===== src/rtl/load_queue.sv =====
// In-order load buffer: captures loads at dispatch, snoops the CDB for base operands and
// issues one word read at a time from the head. Optional macro: LOAD_QUEUE_MISALIGN_EN.
`timescale 1ns / 1ps

module load_queue #(
    parameter int unsigned ENTRIES = 4,
    parameter int unsigned TAG_W   = 4,
    parameter int unsigned XLEN    = 32
) (
    input  logic                         clk_in,
    input  logic                         rst_n_in,
    input  logic                         flush_in,

    input  logic                         disp_valid_in,
    output logic                         disp_ready_out,
    input  logic [TAG_W-1:0]             disp_tag_in,
    input  logic                         disp_base_rdy_in,
    input  logic [XLEN-1:0]              disp_base_in,
    input  logic [TAG_W-1:0]             disp_base_tag_in,
    input  logic [XLEN-1:0]              disp_imm_in,
    input  logic [2:0]                   disp_funct3_in,

    input  logic                         cdb_valid_in,
    input  logic [TAG_W-1:0]             cdb_tag_in,
    input  logic [XLEN-1:0]              cdb_data_in,

    output logic                         mem_req_valid_out,
    input  logic                         mem_req_ready_in,
    output logic [XLEN-1:0]              mem_addr_out,
    input  logic                         mem_resp_valid_in,
    input  logic [XLEN-1:0]              mem_resp_data_in,

    output logic                         res_valid_out,
    input  logic                         res_ready_in,
    output logic [TAG_W-1:0]             res_tag_out,
    output logic [XLEN-1:0]              res_data_out,
`ifdef LOAD_QUEUE_MISALIGN_EN
    output logic                         res_misalign_out,
`endif
    output logic [$clog2(ENTRIES+1)-1:0] count_out
);

    localparam int unsigned PtrW = $clog2(ENTRIES);
    localparam int unsigned CntW = $clog2(ENTRIES + 1);

    typedef enum logic [2:0] {
        StIdle,
        StReq,
        StResp,
        StWb,
        StDrain
    } state_e;

    // Entry storage
    logic [ENTRIES-1:0] valid_q, valid_d;
    logic [ENTRIES-1:0] rdy_q, rdy_d;
    logic [TAG_W-1:0]   tag_q   [ENTRIES];
    logic [TAG_W-1:0]   tag_d   [ENTRIES];
    logic [TAG_W-1:0]   btag_q  [ENTRIES];
    logic [TAG_W-1:0]   btag_d  [ENTRIES];
    logic [XLEN-1:0]    base_q  [ENTRIES];
    logic [XLEN-1:0]    base_d  [ENTRIES];
    logic [XLEN-1:0]    imm_q   [ENTRIES];
    logic [XLEN-1:0]    imm_d   [ENTRIES];
    logic [2:0]         f3_q    [ENTRIES];
    logic [2:0]         f3_d    [ENTRIES];

    logic [PtrW-1:0]    head_q, head_d;
    logic [PtrW-1:0]    tail_q, tail_d;
    logic [CntW-1:0]    count_q, count_d;
    state_e             state_q, state_d;

    logic               mem_req_valid_q, mem_req_valid_d;
    logic [XLEN-1:0]    mem_addr_q, mem_addr_d;
    logic               res_valid_q, res_valid_d;
    logic [TAG_W-1:0]   res_tag_q, res_tag_d;
    logic [XLEN-1:0]    res_data_q, res_data_d;
`ifdef LOAD_QUEUE_MISALIGN_EN
    logic               res_misalign_q, res_misalign_d;
`endif

    logic               disp_fire;
    logic               pop;
    logic [XLEN-1:0]    head_addr;

    // Byte/half/word extraction from an aligned memory word.
    function automatic logic [XLEN-1:0] extract(input logic [XLEN-1:0] word,
                                                input logic [1:0]      off,
                                                input logic [2:0]      f3);
        logic [7:0]  b;
        logic [15:0] h;
        logic [XLEN-1:0] r;
        b = word[{off, 3'b000} +: 8];
        h = off[1] ? word[16 +: 16] : word[0 +: 16];
        case (f3)
            3'b000:  r = {{(XLEN-8){b[7]}}, b};
            3'b100:  r = {{(XLEN-8){1'b0}}, b};
            3'b001:  r = {{(XLEN-16){h[15]}}, h};
            3'b101:  r = {{(XLEN-16){1'b0}}, h};
            default: r = word;
        endcase
        return r;
    endfunction

`ifdef LOAD_QUEUE_MISALIGN_EN
    function automatic logic misaligned(input logic [1:0] off, input logic [2:0] f3);
        return ((f3 == 3'b001 || f3 == 3'b101) && off[0]) || (f3 == 3'b010 && off != 2'b00);
    endfunction
`endif

    assign disp_ready_out = (count_q < CntW'(ENTRIES));
    assign disp_fire      = disp_valid_in && disp_ready_out && !flush_in;
    assign pop            = (state_q == StWb) && res_ready_in && !flush_in;
    assign head_addr      = base_q[head_q] + imm_q[head_q];

    always_comb begin
        valid_d         = valid_q;
        rdy_d           = rdy_q;
        tag_d           = tag_q;
        btag_d          = btag_q;
        base_d          = base_q;
        imm_d           = imm_q;
        f3_d            = f3_q;
        head_d          = head_q;
        tail_d          = tail_q;
        count_d         = count_q;
        state_d         = state_q;
        mem_req_valid_d = mem_req_valid_q;
        mem_addr_d      = mem_addr_q;
        res_valid_d     = res_valid_q;
        res_tag_d       = res_tag_q;
        res_data_d      = res_data_q;
`ifdef LOAD_QUEUE_MISALIGN_EN
        res_misalign_d  = res_misalign_q;
`endif

        for (int i = 0; i < ENTRIES; i++) begin
            if (cdb_valid_in && valid_q[i] && !rdy_q[i] && btag_q[i] == cdb_tag_in) begin
                rdy_d[i]  = 1'b1;
                base_d[i] = cdb_data_in;
            end
        end

        if (disp_fire) begin
            valid_d[tail_q] = 1'b1;
            tag_d[tail_q]   = disp_tag_in;
            btag_d[tail_q]  = disp_base_tag_in;
            imm_d[tail_q]   = disp_imm_in;
            f3_d[tail_q]    = disp_funct3_in;
            if (disp_base_rdy_in) begin
                rdy_d[tail_q]  = 1'b1;
                base_d[tail_q] = disp_base_in;
            end else if (cdb_valid_in && cdb_tag_in == disp_base_tag_in) begin
                // Producer broadcasts in the dispatch cycle: take its value directly.
                rdy_d[tail_q]  = 1'b1;
                base_d[tail_q] = cdb_data_in;
            end else begin
                rdy_d[tail_q]  = 1'b0;
                base_d[tail_q] = disp_base_in;
            end
            tail_d = tail_q + PtrW'(1);
        end

        unique case (state_q)
            StIdle: begin
                if (valid_q[head_q] && rdy_q[head_q]) begin
`ifdef LOAD_QUEUE_MISALIGN_EN
                    if (misaligned(head_addr[1:0], f3_q[head_q])) begin
                        state_d        = StWb;
                        res_valid_d    = 1'b1;
                        res_tag_d      = tag_q[head_q];
                        res_data_d     = '0;
                        res_misalign_d = 1'b1;
                    end else begin
                        state_d         = StReq;
                        mem_req_valid_d = 1'b1;
                        mem_addr_d      = {head_addr[XLEN-1:2], 2'b00};
                    end
`else
                    state_d         = StReq;
                    mem_req_valid_d = 1'b1;
                    mem_addr_d      = {head_addr[XLEN-1:2], 2'b00};
`endif
                end
            end
            StReq: begin
                if (mem_req_ready_in) begin
                    mem_req_valid_d = 1'b0;
                    state_d         = StResp;
                end
            end
            StResp: begin
                if (mem_resp_valid_in) begin
                    res_valid_d = 1'b1;
                    res_tag_d   = tag_q[head_q];
                    res_data_d  = extract(mem_resp_data_in, head_addr[1:0], f3_q[head_q]);
`ifdef LOAD_QUEUE_MISALIGN_EN
                    res_misalign_d = 1'b0;
`endif
                    state_d     = StWb;
                end
            end
            StWb: begin
                if (res_ready_in) begin
                    res_valid_d     = 1'b0;
                    valid_d[head_q] = 1'b0;
                    head_d          = head_q + PtrW'(1);
`ifdef LOAD_QUEUE_MISALIGN_EN
                    res_misalign_d  = 1'b0;
`endif
                    state_d         = StIdle;
                end
            end
            StDrain: begin
                if (mem_resp_valid_in) begin
                    state_d = StIdle;
                end
            end
            default: state_d = StIdle;
        endcase

        unique case ({disp_fire, pop})
            2'b10:   count_d = count_q + CntW'(1);
            2'b01:   count_d = count_q - CntW'(1);
            default: count_d = count_q;
        endcase

        if (flush_in) begin
            valid_d         = '0;
            head_d          = '0;
            tail_d          = '0;
            count_d         = '0;
            res_valid_d     = 1'b0;
            mem_req_valid_d = 1'b0;
`ifdef LOAD_QUEUE_MISALIGN_EN
            res_misalign_d  = 1'b0;
`endif
            // A request the memory already accepted still owes a response; swallow it.
            if ((state_q == StResp && !mem_resp_valid_in) ||
                (state_q == StReq && mem_req_ready_in) ||
                (state_q == StDrain && !mem_resp_valid_in)) begin
                state_d = StDrain;
            end else begin
                state_d = StIdle;
            end
        end
    end

    always_ff @(posedge clk_in or negedge rst_n_in) begin
        if (!rst_n_in) begin
            valid_q         <= '0;
            rdy_q           <= '0;
            for (int i = 0; i < ENTRIES; i++) begin
                tag_q[i]  <= '0;
                btag_q[i] <= '0;
                base_q[i] <= '0;
                imm_q[i]  <= '0;
                f3_q[i]   <= '0;
            end
            head_q          <= '0;
            tail_q          <= '0;
            count_q         <= '0;
            state_q         <= StIdle;
            mem_req_valid_q <= 1'b0;
            mem_addr_q      <= '0;
            res_valid_q     <= 1'b0;
            res_tag_q       <= '0;
            res_data_q      <= '0;
`ifdef LOAD_QUEUE_MISALIGN_EN
            res_misalign_q  <= 1'b0;
`endif
        end else begin
            valid_q         <= valid_d;
            rdy_q           <= rdy_d;
            tag_q           <= tag_d;
            btag_q          <= btag_d;
            base_q          <= base_d;
            imm_q           <= imm_d;
            f3_q            <= f3_d;
            head_q          <= head_d;
            tail_q          <= tail_d;
            count_q         <= count_d;
            state_q         <= state_d;
            mem_req_valid_q <= mem_req_valid_d;
            mem_addr_q      <= mem_addr_d;
            res_valid_q     <= res_valid_d;
            res_tag_q       <= res_tag_d;
            res_data_q      <= res_data_d;
`ifdef LOAD_QUEUE_MISALIGN_EN
            res_misalign_q  <= res_misalign_d;
`endif
        end
    end

    assign mem_req_valid_out = mem_req_valid_q;
    assign mem_addr_out      = mem_addr_q;
    assign res_valid_out     = res_valid_q;
    assign res_tag_out       = res_tag_q;
    assign res_data_out      = res_data_q;
    assign count_out         = count_q;
`ifdef LOAD_QUEUE_MISALIGN_EN
    assign res_misalign_out  = res_misalign_q;
`endif

endmodule


===== config.mk =====
export PLATFORM = sky130hd
export DESIGN_NAME = load_queue
export DESIGN_NICKNAME = d
export VERILOG_FILES = /design/src/rtl/load_queue.sv
export SDC_FILE = /design/constraint.sdc
export NUM_CORES = 1
export LEC_CHECK = 0
export ABC_AREA = 1
export CAP_MARGIN = 25
export CORE_MARGIN = 3
export CORE_UTILIZATION = 33
export DETAILED_ROUTE_END_ITERATION = 8
export GPL_ROUTABILITY_DRIVEN = 1
export GPL_TIMING_DRIVEN = 0
export HOLD_SLACK_MARGIN = 0.08
export MAX_ROUTING_LAYER = met4
export PLACE_DENSITY = 0.6
export SLEW_MARGIN = 15
export SYNTH_ARGS = -nofsm -noshare
export SYNTH_HDL_FRONTEND = slang
export SYNTH_SLANG_ARGS = --single-unit

===== constraint.sdc =====
create_clock -name clk_in -period 4 [get_ports clk_in]
set_input_delay 1 -clock clk_in [delete_from_list [all_inputs] [get_ports clk_in]]
set_output_delay 1 -clock clk_in [all_outputs]
set_load 0.03 [all_outputs]

# After elaboration in Yosys (flattened, before gate mapping)

Cells that the tools add are included.

Add/sub/neg operators: 5
$lt $le $gt $ge: 8
Equality and inequality tests: 19
Shift-type cells: 1
Multiplexer cells: 75
Bitwise operators: 8
Reduce and logical (&&, ||, !) cells: 46

Operator list:

| kind                                                   | count |
|---|---|
| 128-bit bitwise mux                                    | 3 |
| 128-bit 2-to-1 mux                                     | 3 |
| 32-bit 2-to-1 mux                                      | 9 |
| 32-bit binary-select mux with 2-bit select             | 2 |
| 32-bit one-hot mux with 4 select lines                 | 1 |
| 32-bit demux with 2-bit select                         | 1 |
| 4-bit 2-to-1 mux                                       | 10 |
| 3-bit 2-to-1 mux                                       | 11 |
| 32-bit adder                                           | 1 |
| 16-bit bitwise mux                                     | 2 |
| 32-bit by 6-bit variable part select with 8-bit output | 1 |
| 1-bit logical AND                                      | 24 |
| 4-bit equality test                                    | 5 |
| 16-bit 2-to-1 mux                                      | 1 |
| 3-bit != test (second input constant)                  | 5 |
| 3-bit one-hot mux with 5 select lines                  | 1 |
| 1-bit 2-to-1 mux                                       | 14 |
| 12-bit bitwise mux                                     | 1 |
| 2-bit 2-to-1 mux                                       | 5 |
| 3-bit equality test (second input constant)            | 3 |
| 3-bit nonzero test                                     | 3 |
| 4-bit AND                                              | 2 |
| 4-bit binary-select mux with 2-bit select              | 1 |
| 4-bit demux with 2-bit select                          | 1 |
| other kinds (28)                                       | 52 |

Register bits after elaboration: 386
Output and inout bits: 74
Word-level logic and storage cells: 193

# Depth between registers and ports, before layout

Depth after elaboration: 10
Mapped depth: 20

# Least setup slack after synthesis

OpenSTA, ideal clock, no wires.

Kind: flip-flop to flip-flop
Start point: register head_q[0]
End point: register res_data_q[22] (netlist: res_data_out[22])
Arrival time: 3304 ps
Slack: 634 ps
Stages on the path, launching flop included: 19
Buffers on the path: 6
Path through: dfrtp_1 -> buf_2 -> buf_4 -> buf_2 -> buf_2 -> buf_2 -> nor2_1 -> o22ai_1 -> ha_1 -> inv_1 -> fa_1 -> o21ai_0 -> mux2i_1 -> nor2_1 -> nand2_2 -> nand2_2 -> buf_6 -> o22ai_1 -> inv_2

Word-level cells in the longest chain between the ends: 7

RTL lines:

| item                                                                                               | RTL line | RTL |
|---|---|---|
| from (decl)                                                                                        | 68       | `logic [PtrW-1:0] head_q, head_d;` |
| from (signal assigned)                                                                             | 260      | `head_q <= '0;` |
| from (signal assigned)                                                                             | 280      | `head_q <= head_d;` |
| 2-bit inverter with 3-bit output (not written as such) *                                           | 114, 196 |  |
| 32-bit binary-select mux with 2-bit select                                                         | 114      | `assign head_addr = base_q[head_q] + imm_q[head_q];` |
| 32-bit 2-to-1 mux (not written as such) (2 in a row)                                               | 114      |  |
| 32-bit adder                                                                                       | 114      |  |
| 32-bit by 6-bit variable part select with 8-bit output / 16-bit 2-to-1 mux (equally long branches) | 93, 94   |  |
| 32-bit one-hot mux with 4 select lines *                                                           | 95       | `case (f3)` |
| to (signal assigned)                                                                               | 288      | `res_data_q <= res_data_d;` |
| to (decl)                                                                                          | 77       | `logic [XLEN-1:0] res_data_q, res_data_d;` |

Mark *: on every way between the ends. The rest lies on a longest branch, timed or not. The select of a mux whose other input is x is not followed.
A chain may end at the register's enable or synchronous reset.

# Final worst setup path

Start point: register head_q[1]
End point: register mem_addr_q[13] (netlist: mem_addr_out[13])

Word-level cells in the longest chain between the ends: 5

RTL lines:

| item                                                   | RTL line | RTL |
|---|---|---|
| 2-bit inverter with 3-bit output (not written as such) | 114      |  |
| 32-bit binary-select mux with 2-bit select             | 114      |  |
| 32-bit 2-to-1 mux (not written as such) (2 in a row)   | 114      |  |
| 32-bit adder                                           | 114      |  |
| to (signal assigned)                                   | 285      | `mem_addr_q <= mem_addr_d;` |
| to (decl)                                              | 74       | `logic [XLEN-1:0] mem_addr_q, mem_addr_d;` |

Parallel ways exist; a longest one is shown, timed or not. The select of a mux whose other input is x is not followed.

==> insert_results.sql <==
INSERT INTO impl_metrics (metric_group, metric, value, unit) VALUES
('status', 'status', 'completed', ''),
('synthesis', 'synth_top_area_share', '42.7', '%'),
('floorplanning', 'placeable_core_area', '67500', 'um2'),
('timing', 'worstMarginPinSlew', '0.939', 'ns'),
('clock_tree', 'clockBufferDepth', '3', ''),
('timing', 'hold_slack', '0.264', 'ns'),
('pwr', 'p_leak', '13.3', 'nW'),
('clock_tree', 'postCtsSetupRepairBufs', '0', ''),
('detailed_routing', 'drt_iter0_markers', '2658', ''),
('clock_tree', 'cts_htree_levels', '2', ''),
('pwr', 'ir_drop_worst_vdd', '324', 'uV'),
('timing', 'setup-violations-final', '0', ''),
('global_routing', 'initial_antenna_violation_count', '4', ''),
('critical_path', 'critical-path-top-delay-family', 'simple AND/OR/NAND/NOR gates', ''),
('timing', 'fmax', '255', 'MHz'),
('critical_path', 'critical_path_depth', '13', ''),
('synthesis', 'synth_ff_type', 'sky130_fd_sc_hd__dfrtp_1', ''),
('critical_path', 'cp_data_arrival_time', '4.39', 'ns'),
('clock_tree', 'root_buffer', 'sky130_fd_sc_hd__clkbuf_16', ''),
('pwr', 'power_per_cell_area', '738', 'nW/um2'),
('critical_path', 'critical_path.startpoint', 'head_q[1]$_DFFE_PN0P_', ''),
('synthesis', 'part_of_the_yosys_area_used_for_sequential_elements', '42.7', '%'),
('global_routing', 'grt.total_usage', '26.9', '%'),
('pwr', 'post-layout-total-power', '20.4', 'mW'),
('detailed_routing', 'average_vias_per_placed_instance', '5.38', ''),
('critical_path', 'critical_path.max_stage_delay', '0.55', 'ns'),
('critical_path', 'critPathRequiredTime', '4.47', 'ns'),
('job', 'cap_violations', '0', ''),
('placement', 'placement.setup.worst_slack', '-1.11', 'ns'),
('final_layout', 'syn_to_final_growth', '22.1', '%'),
('critical_path', 'timing.reg2reg.worst_path_depth', '13', ''),
('timing', 'report.final.slew_viol_count', '0', ''),
('floorplanning', 'die_h', '268', 'um'),
('placement', 'dp_hpwl', '68500', 'um'),
('clock_tree', 'clkSlewWorstSetupHoldPaths', '0.06', 'ns'),
('critical_path', 'path_cells', 'buf_4, clkbuf_1, o21ai_0, o22ai_1, ha_1, or2_2, nand3_1, nand2_1, nand2_1, nand2_1, or2_2, nand3_1, nand2_1', ''),
('timing', 'finClkSkew', '0.0187', 'ns'),
('clock_tree', 'tritoncts_num_sinks', '386', ''),
('hold_path', 'min_path_type', 'input port to asynchronous set/reset pin', ''),
('floorplanning', 'initial_core_util', '33.5', '%'),
('clock_tree', 'hold_buffers', '0', ''),
('critical_path', 'worst-r2r-setup-slack', '0.08', 'ns'),
('global_routing', 'grt_start_max_net_pins', '96', ''),
('critical_path', 'criticalPathCategory', 'flip-flop to flip-flop', ''),
('floorplanning', 'die_outline_area', '71700', 'um2'),
('critical_path', 'setup.worst_path.end_class', 'flip-flop', ''),
('synthesis', 'syn-cell-area', '22600', 'um2'),
('detailed_routing', 'route.detailed.drc', '0', ''),
('synthesis', 'ys_top_cells_by_area', 'sky130_fd_sc_hd__dfrtp_1 43%, sky130_fd_sc_hd__nand2_1 15%, sky130_fd_sc_hd__o21ai_0 13%, sky130_fd_sc_hd__inv_1 5.8%, sky130_fd_sc_hd__nor2_1 3.3%', ''),
('final_layout', 'finish.utilization', '40.9', '%'),
('timing', 'slew-limit-headroom', '37.4', '%'),
('critical_path', 'crit_path_frequent_cell', 'sky130_fd_sc_hd__nand2_1', ''),
('floorplanning', 'std_cell_rows', '95', ''),
('timing', 'post-route-period-util', '97.9', '%'),
('synthesis', 'asyncSetResetFlopFracSynth', '100', '%'),
('synthesis', 'syn-mean-instance-area', '7.14', 'um2'),
('timing', 'hold_violations', '0', ''),
('placement', 'port_buffers', '219', ''),
('final_layout', 'finalNetCount', '3630', ''),
('timing', 'post-route-min-period', '3.92', 'ns'),
('detailed_routing', 'first_pass_iters', '5', ''),
('synthesis', 'post-synth-top-count-cell', 'sky130_fd_sc_hd__nand2_1', ''),
('timing', 'fin_tns_setup', '0', 'ns'),
('final_layout', 'fraction_of_layout_instances_using_a_drive_strength_above_1', '5.88', '%'),
('global_routing', 'grt_pass1_vias', '22000', ''),
('detailed_routing', 'via_count', '23400', ''),
('clock_tree', 'post_cts_resize_count', '20', ''),
('critical_path', 'critical_path.max_fanout', '19', ''),
('clock_tree', 'worstSkewPairLatency', '0.59', 'ns'),
('global_routing', 'globalRouteOverflowTotal', '0', ''),
('detailed_routing', 'ant_nets', '0', '');
## area by class of cell
type | count | area [um2]
sequential | 386 | 9660
tap | 873 | 1090
buffer | 189 | 1000
multi-input combinational | 2217 | 10600
timing repair buffer | 223 | 2310
clock inverter | 17 | 144
inverter | 374 | 1410
fill | 7144 | 39900
antenna | 5 | 12.5
clock buffer | 65 | 1370
## layer usage
layer / global-route usage (%) / share of wire (%) / up-vias
met1: 35.8 / 42 / 11200
met3: 4.52 / 8.4 / 225
li1: - / - / 10900
met4: 13.0 / 5.3 / 0
met2: 39.7 / 44 / 1125
met5: - / 0 / -
## power by group
part,total [mW],internal [mW],switching (mW)
combinational,9.42,3.37,6.05
sequential,6.64,5.68,0.964
clock,4.33,2.51,1.81
## state kept, by name, summed over array words and instances (netlist names), 2 cells and up
register and flops:
state_q 3, f3_q 12, tail_q 2, res_data_out 32, head_q 2, mem_addr_out 30, btag_q 16, rdy_q 4
res_tag_out 4, valid_q 4, tag_q 16, imm_q 128, base_q 128, count_out 3
## metrics by stage
step	instances	cell area, um2
5_1_grt	4349	27600
4_1_cts	4344	27600
6_report	4349	27600
3_3_place_gp	4262	25900
3_5_place_dp	4266	26000
2_1_floorplan	3170	22600
## layout by cell type (no fill, tap or decap), drive strengths merged, types with 2 or more instances in the layout
cell,netlist,routed
nand4,8,8
mux2i,2,2
nor3,11,11
bufinv,0,2
a31oi,6,6
o21ai,643,643
o211ai,59,59
a21oi,98,98
clkbuf,110,172
inv,371,371
a32oi,2,2
a21o,6,6
ha,39,39
o2111ai,9,9
buf,83,87
nor2,204,204
conb,1,2
or2,4,4
clkdlybuf4s50,0,218
diode,0,5
dfrtp,386,386
clkinv,3,16
nand3b,2,2
clkinvlp,0,2
and2,4,4
nand3,120,120
nand2,891,891
and3,2,2
xor2,8,8
o22ai,76,76
xnor2,14,14
fa,2,2
## logic make-up after synthesis
kind of cell,after synthesis,share of synthesized area (%)
muxes,2,0.0885
DFF,386,42.7
AOI/OAI and AO/OA,903,21.4
buffers and inverters,567,10.5
adders and majority gates,41,2.33
xor gates and xnor gates,23,0.952
other,1,0.0166
and+or+nand+nor,1246,22.0
## final timing paths
path | endpoint
worst max-delay path | mem_addr_out[13]$_DFFE_PN0P_
worst min-delay path | mem_addr_out[6]$_DFFE_PN0P_
worst max register to register | mem_addr_out[13]$_DFFE_PN0P_
worst min register to register | res_data_out[14]$_DFFE_PN0P_
max in group asynchronous | base_q[27]$_DFF_PN0_
min in group clk_in | res_data_out[14]$_DFFE_PN0P_
(Power assumes the default switching activity.)
